## src/rtl/cdb_arbiter_if.sv

```systemverilog
// ----------------------------------------------------------------------------
// cdb_arbiter_if
// Bundles the functional-unit request side and the common data bus (CDB)
// broadcast side of the CDB arbiter.
//
// Parameters:
//   N   number of requesting functional units (2..8)
//   DW  result data width
//
// Signals:
//   req    [N-1:0]       request from unit i, held until granted
//   tag    [3N-1:0]      ROB index of unit i at [3i+2:3i]
//   data   [DW*N-1:0]    result of unit i at [DW*i+DW-1:DW*i]
//   grant  [N-1:0]       one-hot combinational acknowledge
//   CDB    [DW+3:0]      registered broadcast: [3] valid, [2:0] tag, [DW+3:4] data
//   ptr    [PW-1:0]      round-robin priority pointer (debug)
//
// Modports:
//   master  functional-unit side (drives req/tag/data)
//   slave   arbiter side (drives grant/CDB/ptr)
// ----------------------------------------------------------------------------
interface cdb_arbiter_if #(
    parameter int N  = 4,
    parameter int DW = 32
);
    localparam int PW = $clog2(N);

    logic [N-1:0]    req;
    logic [3*N-1:0]  tag;
    logic [DW*N-1:0] data;
    logic [N-1:0]    grant;
    logic [DW+3:0]   CDB;
    logic [PW-1:0]   ptr;

    modport master (output req, tag, data, input grant, CDB, ptr);
    modport slave  (input req, tag, data, output grant, CDB, ptr);
endinterface

```

## src/rtl/cdb_arbiter.sv

```systemverilog
// ----------------------------------------------------------------------------
// cdb_arbiter
// Shares the single common data bus among the out-of-order core's functional
// units. Each cycle at most one requester is granted (round-robin from ptr)
// and its ROB tag and result are broadcast on the registered CDB one cycle
// later.
//
// Parameters:
//   N   number of requesting functional units (2..8)
//   DW  result data width
//
// Ports:
//   CLK    clock, rising edge
//   Reset  asynchronous, active-high reset
//   Flush  misprediction flush; suppresses the grant of the current cycle
//   bus    cdb_arbiter_if.slave: req/tag/data in, grant/CDB/ptr out
//
// Build option:
//   CDB_ARB_FIXED_PRIO_EN  when defined, the lowest asserted index always wins
//                          and ptr stays at 0; otherwise round-robin.
// ----------------------------------------------------------------------------
module cdb_arbiter #(
    parameter int N  = 4,
    parameter int DW = 32
) (
    input  logic CLK,
    input  logic Reset,
    input  logic Flush,
    cdb_arbiter_if.slave bus
);
    localparam int           PW = $clog2(N);
    localparam logic [PW:0]  NW = (PW+1)'(N);

    logic [PW-1:0] r_ptr;
    logic [DW+3:0] r_cdb;

    logic [PW-1:0] w_base;
    logic [PW:0]   w_sum;
    logic [PW-1:0] w_win;
    logic          w_found;
    logic          w_any;
    logic [N-1:0]  w_grant;
    logic [2:0]    w_sel_tag;
    logic [DW-1:0] w_sel_data;
    logic [PW-1:0] w_ptr_nxt;

`ifdef CDB_ARB_FIXED_PRIO_EN
    // Search always starts at unit 0, so the lowest requester wins.
    assign w_base    = '0;
    assign w_ptr_nxt = '0;
`else
    assign w_base    = r_ptr;
    assign w_ptr_nxt = (w_win == PW'(N - 1)) ? '0 : w_win + 1'b1;
`endif

    // Scan requesters starting at w_base, wrapping modulo N; first hit wins.
    // NOTE: every signal assigned in always_comb gets a default first so no latch is inferred.
    always_comb begin
        w_found = 1'b0;
        w_win   = '0;
        w_sum   = '0;
        for (int k = 0; k < N; k++) begin
            w_sum = {1'b0, w_base} + (PW+1)'(k);
            if (w_sum >= NW) w_sum = w_sum - NW;
            if (!w_found && bus.req[w_sum[PW-1:0]]) begin
                w_found = 1'b1;
                w_win   = w_sum[PW-1:0];
            end
        end
    end

    // Reset and Flush both veto the grant combinationally.
    assign w_any = w_found && !Flush && !Reset;

    always_comb begin
        w_grant    = '0;
        w_sel_tag  = '0;
        w_sel_data = '0;
        if (w_any) w_grant[w_win] = 1'b1;
        for (int i = 0; i < N; i++) begin
            if (w_win == PW'(i)) begin
                w_sel_tag  = bus.tag[3*i +: 3];
                w_sel_data = bus.data[DW*i +: DW];
            end
        end
    end

    // Without a grant only the valid bit drops; tag/data are held.
    // NOTE: sequential state uses non-blocking assignments so all flops update from pre-edge values.
    always_ff @(posedge CLK or posedge Reset) begin
        if (Reset) begin
            r_cdb <= '0;
            r_ptr <= '0;
        end else if (w_any) begin
            r_cdb <= {w_sel_data, 1'b1, w_sel_tag};
            r_ptr <= w_ptr_nxt;
        end else begin
            r_cdb[3] <= 1'b0;
        end
    end

    assign bus.grant = w_grant;
    assign bus.CDB   = r_cdb;
    assign bus.ptr   = r_ptr;
endmodule
```

## src/flat_wrapper.sv

```systemverilog
// flat-port wrapper written by rule: the top's interface ports become plain ports
module cdb_arbiter_flat 
#(
    parameter int N  = 4,
    parameter int DW = 32
)
  (CLK, Reset, Flush, bus_req, bus_tag, bus_data, bus_grant, bus_CDB, bus_ptr);
  cdb_arbiter_if #(.N(N), .DW(DW)) bus_i ();
  input  logic CLK;
  input  logic Reset;
  input  logic Flush;
  input wire logic [$bits(bus_i.req)-1:0] bus_req;
  input wire logic [$bits(bus_i.tag)-1:0] bus_tag;
  input wire logic [$bits(bus_i.data)-1:0] bus_data;
  output wire logic [$bits(bus_i.grant)-1:0] bus_grant;
  output wire logic [$bits(bus_i.CDB)-1:0] bus_CDB;
  output wire logic [$bits(bus_i.ptr)-1:0] bus_ptr;
  assign bus_i.req = bus_req;
  assign bus_i.tag = bus_tag;
  assign bus_i.data = bus_data;
  assign bus_grant = bus_i.grant;
  assign bus_CDB = bus_i.CDB;
  assign bus_ptr = bus_i.ptr;
  cdb_arbiter #(.N(N), .DW(DW)) u_core (.CLK(CLK), .Reset(Reset), .Flush(Flush), .bus(bus_i));
endmodule
```

## config.mk

```make
export PLATFORM = sky130hd
export DESIGN_NAME = cdb_arbiter_flat
export DESIGN_NICKNAME = d
export VERILOG_FILES = /design/src/rtl/cdb_arbiter_if.sv /design/src/rtl/cdb_arbiter.sv /design/src/flat_wrapper.sv
export SDC_FILE = /design/constraint.sdc
export NUM_CORES = 1
export LEC_CHECK = 0
export CAP_MARGIN = 20
export CORE_MARGIN = 2
export CORE_UTILIZATION = 36
export DETAILED_ROUTE_END_ITERATION = 16
export PLACE_DENSITY_LB_ADDON = 0.12
export SLEW_MARGIN = 20
export SYNTH_ARGS = -nofsm -noshare
export SYNTH_HDL_FRONTEND = slang
export SYNTH_SLANG_ARGS = --single-unit
```

## constraint.sdc

```tcl
create_clock -name CLK -period 3.7 [get_ports CLK]
set_clock_uncertainty 0.15 [all_clocks]
set_input_delay 1.11 -clock CLK [delete_from_list [all_inputs] [get_ports CLK]]
set_output_delay 1.11 -clock CLK [all_outputs]
set_load 0.02 [all_outputs]
```

==> flow_metrics.env <==
export IMPL_nets=673
export IMPL_fp_dieH_um=92.0
export IMPL_fin_area_um2=4850
export IMPL_detail_route_antenna_nets=0
export IMPL_syn_cell_area_um2=2790
export IMPL_wl_met3_um=851
export IMPL_synthArstFlopShare=1.00
export IMPL_p_leak_nw=1.92
export IMPL_overflow=0
export IMPL_row_count=32
export IMPL_hold_violations=0
export IMPL_dieArea_um2=8460
export IMPL_yosysUniqueCellTypes=25
export IMPL_drive_gt1_frac=0.0845
export IMPL_core_area_um2=7610
export IMPL_hpwl_um=6810
export IMPL_dr_max_layer_used="met4"
export IMPL_wl_met1_um=3840
export IMPL_grt_use_total=0.225
export IMPL_clk_pin_slew_worst_paths_ps=70
export IMPL_dr_total_vias=3332
export IMPL_hold_buffers=0
export IMPL_cts_tree="yes"
export IMPL_die_x_um=92.0
export IMPL_slew_viol_final=0
export IMPL_wl_met2_um=4860
export IMPL_final_cells=623
export IMPL_post_drt_wl_per_cell_um=15.5
export IMPL_period_minus_slack_ps=3630
export IMPL_fin_util=0.638
export IMPL_min_period_over_period=0.981
export IMPL_root_buffer="clkbuf_8"
export IMPL_clock_sinks=38
export IMPL_status="complete, no violations"
export IMPL_syn_inst=353
export IMPL_clk_path_buf_depth=2
export IMPL_dp_cells=614
export IMPL_numPortBuffers=188
export IMPL_synth_edf_count=0
export IMPL_grt_max_degree=71
export IMPL_io_pins=189
export IMPL_hp_class="reg -> reg"
export IMPL_ir_drop_v=0.000244
export IMPL_yosysSeqAreaShare=0.341
export IMPL_vias_per_cell=5.35
export IMPL_drt_iter0_drc=92
export IMPL_antenna_found_initial=0
export IMPL_ys_warn_count=0
export IMPL_drv_cap=0
export IMPL_gp_congestion=0.795
export IMPL_fmax_ghz=0.276
export IMPL_synth_flop_cell="dfrtp_1"
export IMPL_drc=0
export IMPL_start_util=0.366
export IMPL_grt_pass1_vias=3190
export IMPL_worst_slew_pin_slew_ps=861
export IMPL_diodes=0
export IMPL_rsz0062_at_grt="false"
export IMPL_endpoint_kind="output port"
export IMPL_slew_headroom=0.422
export IMPL_dpl_cell_area_um2=4720
export IMPL_r2r_slack_ps=950
export IMPL_grt_pass1_wl_um=15600
export IMPL_clkLatencyLatePin_ps=280
export IMPL_firstDrtPassIters=4
export IMPL_path_class="in -> out"
export IMPL_synth_seq_cells=38
export IMPL_syn2layout_area_growth_pct=74.1
export IMPL_setup_violations=0
export IMPL_cp_required_ps=2440
export IMPL_num_fill_cells=671
export IMPL_drt_wl_total_um=9680
export IMPL_cp_arrival_ps=2370
export IMPL_setup_tns_ps=0
export IMPL_cp_max_fo=5
export IMPL_htreeDepth=2
export IMPL_cts_buffers=5
export IMPL_p_per_area_nw_per_um2=520
export IMPL_syn_area_per_cell_um2=7.90
export IMPL_start_kind="input pin"
export IMPL_synth_nets=504
-- routing by layer --
layer	vias up	GRT usage
met4	0	0.0473
met2	143	0.400
li1	1624	-
met1	1554	0.278
met3	11	0.0542
met5	-	0
-- repair_timing --
action / CTS / global route
gates cloned: 0 / 0
hold endpoints to repair: 0 / 0
setup buffers: 3 / 0
endpoints found under the setup margin: 4 / 4
gates resized for setup: 39 / 4
pin swaps: 6 / 1
-- layout make-up --
cell class | count | area [um^2] | share of cell area
Timing Repair Buffer | 203 | 1970 | 0.406
Multi-Input combinational cell | 237 | 1580 | 0.326
Sequential cell | 38 | 951 | 0.196
Inverter | 37 | 139 | 0.0286
Tap cell | 102 | 128 | 0.0263
Clock buffer | 6 | 82.6 | 0.0170
-- cells in the mapped netlist (2+ instances only) --
library cell  number  area, um^2
a21oi_1           73         365
dfrtp_1           38         951
inv_1             37         139
nand2_1           36         135
a221o_1           35         350
a31oi_1           35         219
clkbuf_1          35         131
nand3b_1          35         263
and3_1             4        25.0
buf_6              4        45.0
ha_1               4        50.1
nor2_1             3        11.3
buf_2              2        10.0
-- flip-flops by register name (all words and copies together) (netlist names) --
name / cells
u_core.bus.ptr: 2
u_core.bus.CDB: 36
-- power breakdown --
| part | switching, W | leakage, nW | internal (W) |
|---|---|---|---|
| Combinational | 0.000803 | 1.44 | 0.000793 |
| Clock | 0.000131 | 0.0431 | 0.000144 |
| Sequential | 0.0000890 | 0.431 | 0.000563 |
-- placed cells by master, fill, tap and decap left out, types with 2 or more instances in the layout --
cell type	Yosys	final
dfrtp_1	38	38
clkbuf_2	0	2
ha_2	0	2
clkdlybuf4s50_1	0	180
buf_6	4	2
buf_4	0	15
nand3b_1	35	35
and3_1	4	2
ha_4	0	2
clkbuf_8	0	6
a221o_1	35	35
a21oi_1	73	72
buf_2	2	3
nand2_1	36	36
a31oi_1	35	35
inv_1	37	36
-- kinds of logic (layout without fill, tap and decap cells) --
group,Yosys count,in the layout,synth area share
AOI/OAI and AO/OA,148,148,0.349
adders and majority gates,4,4,0.0180
buffers and inverters,78,246,0.117
DFF,38,38,0.341
muxes,2,2,0.00763
and+or+nand+nor,83,83,0.168
-- metrics by stage --
stage,worst slack [ps],total power [W],hold WS [ps]
floorplan,9.89,0.00159,497
global placement,-658,0.00220,377
detailed placement,-706,0.00223,385
CTS,0.667,0.00255,402
global route,28.8,0.00271,440
finish,71.0,0.00252,397
-- path summary, 6_finish.rpt --
kind	start	endpoint	cells past startpoint
setup / recovery	bus_req[0]	bus_grant[2]	7
hold / removal	u_core.bus.CDB[32]	u_core.bus.CDB[32]	2
setup reg to reg	u_core.bus.ptr[1]	u_core.bus.CDB[18]	9
hold reg to reg	u_core.bus.CDB[32]	u_core.bus.CDB[32]	2
max in group asynchronous	Reset	u_core.bus.CDB[11]	3
min in group asynchronous	Reset	u_core.bus.CDB[25]	2
-- worst max-delay path, stage by stage --
cell,delay (ps)
buf_2,130
mux2i_1,150
nor2_2,80
or3_4,420
ha_4,180
and3_2,170
buf_6,130
Power figures use the tool's default switching activity.
